**src/rtl/instr_fetch_unit_if.sv**
```systemverilog
// instr_fetch_unit_if: memory, IR and branch signals of the fetch unit
interface instr_fetch_unit_if #(
  parameter int DataWidth = 32,
  parameter int AddrWidth = 24
);
  logic [AddrWidth-1:0] MemAddr;
  logic                 MemRdReq;
  logic                 MemAck;
  logic [DataWidth-1:0] MemDataIn;
  logic [DataWidth-1:0] IRDataOut;
  logic                 IRInEn;
  logic                 IRReady;
  logic                 BranchEn;
  logic [AddrWidth-1:0] BranchAddr;
  logic [AddrWidth-1:0] PCOut;
  modport master (
    output MemAddr, MemRdReq, IRDataOut, IRInEn, PCOut,
    input  MemAck, MemDataIn, IRReady, BranchEn, BranchAddr
  );
  modport slave (
    input  MemAddr, MemRdReq, IRDataOut, IRInEn, PCOut,
    output MemAck, MemDataIn, IRReady, BranchEn, BranchAddr
  );
endinterface

```
**src/rtl/instr_fetch_unit.sv**
```systemverilog
// instr_fetch_unit: PC, req/ack program fetch, word buffer and IR load strobe
// IFETCH_PREFETCH_EN selects a 2-entry buffer instead of a single word
module instr_fetch_unit #(
  parameter int DataWidth = 32,
  parameter int AddrWidth = 24,
  parameter logic [AddrWidth-1:0] ResetVector = '0,
  parameter logic [AddrWidth-1:0] AddrInc = AddrWidth'(1)
) (
  input logic clock,
  input logic reset,
  instr_fetch_unit_if.master f
);
`ifdef IFETCH_PREFETCH_EN
  localparam logic [1:0] Depth = 2'd2;
`else
  localparam logic [1:0] Depth = 2'd1;
`endif
  typedef enum logic {IDLE, FETCH} state_t;
  state_t state_q, state_d;
  logic [AddrWidth-1:0] pc_q, pc_d, addr_q, addr_d;
  logic [DataWidth-1:0] b0_q, b0_d, b1_q, b1_d, ir_data_q, ir_data_d;
  logic [1:0] cnt_q, cnt_d;
  logic req_q, req_d, ir_en_q, ir_en_d, disc_q, disc_d;
  logic full, pop, push, wr1;
  always_comb begin
    full = cnt_q == Depth;
    pop = (cnt_q != 2'd0) && f.IRReady && !f.BranchEn;
    push = (state_q == FETCH) && f.MemAck && !disc_q && !f.BranchEn;
    wr1 = (cnt_q - {1'b0, pop}) != 2'd0;
    ir_en_d = pop;
    ir_data_d = pop ? b0_q : ir_data_q;
    cnt_d = f.BranchEn ? 2'd0 : cnt_q + {1'b0, push} - {1'b0, pop};
    b0_d = (push && !wr1) ? f.MemDataIn : pop ? b1_q : b0_q;
    b1_d = (push && wr1) ? f.MemDataIn : b1_q;
    state_d = state_q;
    req_d = req_q;
    addr_d = addr_q;
    pc_d = f.BranchEn ? f.BranchAddr : pc_q;
    disc_d = disc_q;
    if (state_q == IDLE) begin
      if (!full || f.BranchEn) begin
        state_d = FETCH;
        req_d = 1'b1;
        addr_d = f.BranchEn ? f.BranchAddr : pc_q;
      end
    end else if (f.MemAck) begin
      state_d = IDLE;
      req_d = 1'b0;
      disc_d = 1'b0;
      // a discarded fetch leaves PC at the branch target
      pc_d = f.BranchEn ? f.BranchAddr : disc_q ? pc_q : pc_q + AddrInc;
    end else if (f.BranchEn) begin
      disc_d = 1'b1;
    end
  end
  always_ff @(posedge clock) begin
    if (reset) begin
      state_q <= IDLE;
      pc_q <= ResetVector;
      addr_q <= '0;
      req_q <= 1'b0;
      disc_q <= 1'b0;
      cnt_q <= 2'd0;
      b0_q <= '0;
      b1_q <= '0;
      ir_en_q <= 1'b0;
      ir_data_q <= '0;
    end else begin
      state_q <= state_d;
      pc_q <= pc_d;
      addr_q <= addr_d;
      req_q <= req_d;
      disc_q <= disc_d;
      cnt_q <= cnt_d;
      b0_q <= b0_d;
      b1_q <= b1_d;
      ir_en_q <= ir_en_d;
      ir_data_q <= ir_data_d;
    end
  end
  assign f.MemAddr = addr_q;
  assign f.MemRdReq = req_q;
  assign f.IRDataOut = ir_data_q;
  assign f.IRInEn = ir_en_q;
  assign f.PCOut = pc_q;
endmodule

```
**src/flat_wrapper.sv**
```systemverilog
// flat-port wrapper written by rule: the top's interface ports become plain ports
module instr_fetch_unit_flat 
#(
  parameter int DataWidth = 32,
  parameter int AddrWidth = 24,
  parameter logic [AddrWidth-1:0] ResetVector = '0,
  parameter logic [AddrWidth-1:0] AddrInc = AddrWidth'(1)
)
  (clock, reset, f_MemAddr, f_MemRdReq, f_IRDataOut, f_IRInEn, f_PCOut, f_MemAck, f_MemDataIn, f_IRReady, f_BranchEn, f_BranchAddr);
  instr_fetch_unit_if #(.DataWidth(DataWidth), .AddrWidth(AddrWidth)) f_i ();
  input logic clock;
  input logic reset;
  output wire logic [$bits(f_i.MemAddr)-1:0] f_MemAddr;
  output wire logic [$bits(f_i.MemRdReq)-1:0] f_MemRdReq;
  output wire logic [$bits(f_i.IRDataOut)-1:0] f_IRDataOut;
  output wire logic [$bits(f_i.IRInEn)-1:0] f_IRInEn;
  output wire logic [$bits(f_i.PCOut)-1:0] f_PCOut;
  input wire logic [$bits(f_i.MemAck)-1:0] f_MemAck;
  input wire logic [$bits(f_i.MemDataIn)-1:0] f_MemDataIn;
  input wire logic [$bits(f_i.IRReady)-1:0] f_IRReady;
  input wire logic [$bits(f_i.BranchEn)-1:0] f_BranchEn;
  input wire logic [$bits(f_i.BranchAddr)-1:0] f_BranchAddr;
  assign f_MemAddr = f_i.MemAddr;
  assign f_MemRdReq = f_i.MemRdReq;
  assign f_IRDataOut = f_i.IRDataOut;
  assign f_IRInEn = f_i.IRInEn;
  assign f_PCOut = f_i.PCOut;
  assign f_i.MemAck = f_MemAck;
  assign f_i.MemDataIn = f_MemDataIn;
  assign f_i.IRReady = f_IRReady;
  assign f_i.BranchEn = f_BranchEn;
  assign f_i.BranchAddr = f_BranchAddr;
  instr_fetch_unit #(.DataWidth(DataWidth), .AddrWidth(AddrWidth), .ResetVector(ResetVector), .AddrInc(AddrInc)) u_core (.clock(clock), .reset(reset), .f(f_i));
endmodule
```
**config.mk**
```make
export PLATFORM = sky130hd
export DESIGN_NAME = instr_fetch_unit_flat
export DESIGN_NICKNAME = d
export VERILOG_FILES = /design/src/rtl/instr_fetch_unit_if.sv /design/src/rtl/instr_fetch_unit.sv /design/src/flat_wrapper.sv
export SDC_FILE = /design/constraint.sdc
export NUM_CORES = 1
export LEC_CHECK = 0
export CAP_MARGIN = 30
export CORE_UTILIZATION = 50
export CTS_BUF_LIST = sky130_fd_sc_hd__clkbuf_8
export DETAILED_ROUTE_END_ITERATION = 12
export GPL_ROUTABILITY_DRIVEN = 0
export GPL_TIMING_DRIVEN = 0
export PLACE_DENSITY = 0.8
export SYNTH_ARGS = -nofsm -noshare
export SYNTH_HDL_FRONTEND = slang
export SYNTH_SLANG_ARGS = --single-unit
```
**constraint.sdc**
```tcl
create_clock -name clock -period 6.81 [get_ports clock]
set_input_delay 1.7025 -clock clock [delete_from_list [all_inputs] [get_ports clock]]
set_output_delay 1.7025 -clock clock [all_outputs]
set_load 0.05 [all_outputs]
```
==> out/results.ini, run 1 <==
[sta]
post-route-min-period_ns = 4.401
fin_skew_ns = 0.01526
relSlewSlack_pct = 55.17
slew_violations = 0
rsz0062_at_grt = no
finalCritPeriodShare_pct = 64.63
setup_viol = 0
fin_tns_setup_ns = 0
tightest_slew_ns = 0.6724
max_freq_mhz = 227.2
finalHoldViolCount = 0
hold_ws_ns = 0.4547

[synthesis]
syn_inst = 768
synth_edf_count = 0
synth.cell_area_um2 = 6180
yosysUniqueCellTypes = 45
synthesis.nets = 832
synth_top_flop_cell = dfxtp_1
syn_avg_cell_area_um2 = 8.046
synth_async_sr_flop_share_pct = 0
yosys_warnings = 0
synth_seq_cells = 150
yosysSeqAreaShare_pct = 48.59

[worst_setup_path]
arrival_ns = 4.77
critPathKind = in2reg
end_kind = register
crit_top_cell = nand2_1
crit_fanout = 10
worst_path_largest_cell_delay_ns = 0.61
crit_chain = clkdlybuf4s50_1, inv_1, o211ai_1, inv_1, buf_2, buf_1, ha_1, xnor2_1, nand2_1, nand2_1, clkbuf_1, nand2_1, a21oi_1
slowest_stage = clkdlybuf4s50_1
critPathBufInv = 6
cp.required_ns = 7.18
crit_family = buffers and inverters
cp-start-kind = input port

[floorplan]
dieHeight_um = 113.2
die_w_um = 113.2
core_um2 = 12010
rows = 40
start_util_pct = 51.45
die_area_um2 = 12810
io_pins = 143

[finish]
fillers = 1028
area_growth_pct = 31.42
antennaDiodeCount = 0
stdcell_count = 1088
nNetsFinal = 993
drive_gt1_share_pct = 5.739

[grt]
grt_remaining_overflow = 0
grt.busiest_layer = met2
grtUsageTotal_pct = 28.65
grt_pass1_vias = 5599
met1_usage_pct = 38.71
antenna_found_initial = 0
use_met3_pct = 5.570
grt_max_degree = 17
met2_usage_pct = 43.97
grt_pass1_wl_um = 28610

[routing]
drc = 0
ant_nets = 0
drtPass1Iterations = 6
avgViaCountPerCell = 5.557
vias = 6046
routed_wl_um = 17560
drt_iter0_markers = 476
avgRoutedWirePerCell_um = 16.14

[power_and_ir_drop]
power.leakage_nw = 2.848
powerDensity_nw_per_um2 = 224.5
ir_drop_mv = 0.2250

[clocking]
clkSinkCount = 150
clockRootBuffer = clkbuf_8
cts-buffers-inserted = 17
cts_resized = 0
clock_latency_ns = 0.46
cts_buffer_depth = 2
cts_tree = built
post_cts_buffers = 0
hold_buffers = 0
clkTransAtPathRegs_ns = 0.08
htreeDepth = 4

[placed_design]
io_buffers = 142
placed_cells = 1057
post-dp-hpwl_um = 12620

[outcome]
status = finished clean

[min_path]
min_path_type = reg2reg

[run]
drv_cap = 0

==> worst register-to-register path, stage by stage (launching register included) <==
cell and delay (ns):
dfxtp_1 0.35, o211ai_1 0.35, inv_1 0.10, buf_2 0.20
buf_1 0.28, ha_1 0.29, xnor2_1 0.29, nand2_1 0.11
nand2_1 0.20, clkbuf_1 0.43, nand2_1 0.12, a21oi_1 0.16
==> registers in the layout, summed over array words and instances, names as in the netlist <==
name and count:
u_core.b0_q 32, u_core.b1_q 32, u_core.cnt_q 2, u_core.disc_q 1, u_core.f.IRDataOut 32, u_core.f.IRInEn 1, u_core.f.MemAddr 24, u_core.f.MemRdReq 1
u_core.f.PCOut 24, u_core.state_q 1
==> synth_stat cells (all sizes together), types with 4 or more instances <==
cell type  number  area share (%)
nand2         224              14
dfxtp         150              49
a21oi          83             6.7
nor2           77             4.7
a311oi         41             5.8
clkbuf         30             1.8
buf            29             2.3
a211oi         24             3.0
mux2i          16             2.6
nand3          13             1.1
nand4          12             1.3
xnor2           9             1.3
xor2            9             1.3
nor3            7            0.65
and3            5            0.51
inv             5            0.30
o21ai           4            0.32
==> cell families after synthesis <==
kind of cell             Yosys count  synth area share (%)
AND/OR/NAND/NOR                  354                 23.87
AO/OA/AOI/OAI                    163                 17.35
flip-flops                       150                 48.59
buffers and inverters             64                 4.434
XOR/XNOR                          18                 2.551
multiplexers                      16                 2.592
adder cells (fa/ha/maj)            3                0.6075
==> metrics by stage <==
step                      worst slack, ns  util [%]  power, mW  area (µm²)
after floorplan                     3.272         -      1.120        6180
after global placement              2.063     64.81      1.240        7785
after detailed placement            1.994     64.81      1.243        7785
after CTS                           2.472     67.61      1.825        8122
after global routing                2.070     67.61      1.883        8122
final                               2.409     67.61      1.824        8122
==> report_power, final <==
part	internal, mW	switching (mW)
sequential	0.911	0.0301
clock	0.273	0.325
combinational	0.108	0.177
total	1.29	0.532
==> path summary, 6_finish.rpt <==
check	to	slack, ns	cells past startpoint	from
worst max-delay path	u_core.b1_q[21]	2.41	13	f_BranchEn
worst min-delay path	u_core.f.IRDataOut[28]	0.45	2	u_core.f.IRDataOut[28]
worst max register to register	u_core.b1_q[21]	3.85	11	u_core.cnt_q[1]
worst min register to register	u_core.f.IRDataOut[28]	0.45	2	u_core.f.IRDataOut[28]
==> final cells by class <==
cell class	count	area, µm²	area share (%)
clock inverters	11	61.31	0.7549
plain buffers	59	255.2	3.143
well taps	147	183.9	2.265
inverters	5	18.77	0.2311
multi-input cells	554	2903	35.74
repair buffers	142	1421	17.50
flip-flops and latches	150	3003	36.97
clock buffers	20	275.3	3.389
==> layer usage <==
metal  part of all wire (%)  up-vias
li1                       -     2961
met1                     45     2796
met2                     45      248
met3                    6.9       41
met4                    3.1        0
met5                      0        -
==> placed cells by master (no fill, tap or decap), types with 2 or more instances in the layout <==
cell type / Yosys / routed
nor3_1: 6 / 6
a32o_1: 2 / 2
nor2_1: 76 / 76
and2_1: 3 / 3
clkbuf_1: 30 / 30
o211ai_1: 2 / 2
mux2i_1: 16 / 16
nand3b_1: 3 / 3
nand4_1: 11 / 11
dfxtp_1: 150 / 150
nand2_1: 224 / 224
clkbuf_8: 0 / 20
buf_2: 18 / 18
nand3_1: 12 / 12
a21oi_1: 83 / 83
nor2b_1: 2 / 2
clkdlybuf4s50_1: 0 / 142
and3_1: 5 / 5
inv_1: 5 / 8
buf_1: 9 / 9
a32oi_1: 2 / 2
a211oi_1: 23 / 23
ha_1: 3 / 3
o21ai_0: 4 / 4
xor2_1: 9 / 9
xnor2_1: 9 / 9
a311oi_1: 41 / 41
clkinv_2: 0 / 5
Power figures use the tool's default switching activity.
==> inputs of run 2 (changes only) <==
==> constraint.sdc (replaced) <==
create_clock -name clock -period 4.25 [get_ports clock]
set_input_delay 1.0625 -clock clock [delete_from_list [all_inputs] [get_ports clock]]
set_output_delay 1.0625 -clock clock [all_outputs]
set_load 0.05 [all_outputs]
==> results of run 2 <==
Same layout as run 1 (identical final DEF). Status: finished clean.
Among the figures that moved: setup slack after placement 1.994 ns -> 0.07356 ns; setup slack after layout 2.409 ns -> 0.4890 ns; register-to-register setup slack 3.85 ns -> 1.29 ns; total power 1.824 mW -> 2.922 mW; worst IR drop on VDD 0.2250 mV -> 0.3605 mV
==> inputs of run 3 (changes only) <==
--- a/config.mk
+++ b/config.mk
@@ -15,3 +15,4 @@
 export SYNTH_ARGS = -nofsm -noshare
 export SYNTH_HDL_FRONTEND = slang
 export SYNTH_SLANG_ARGS = --single-unit
+export TNS_END_PERCENT = 20
==> results of run 3 <==
Same layout as run 1 (identical final DEF). Status: finished clean.
Among the figures that moved: setup slack after placement 1.994 ns -> 0.07356 ns; setup slack after layout 2.409 ns -> 0.4890 ns; register-to-register setup slack 3.85 ns -> 1.29 ns; total power 1.824 mW -> 2.922 mW; worst IR drop on VDD 0.2250 mV -> 0.3605 mV
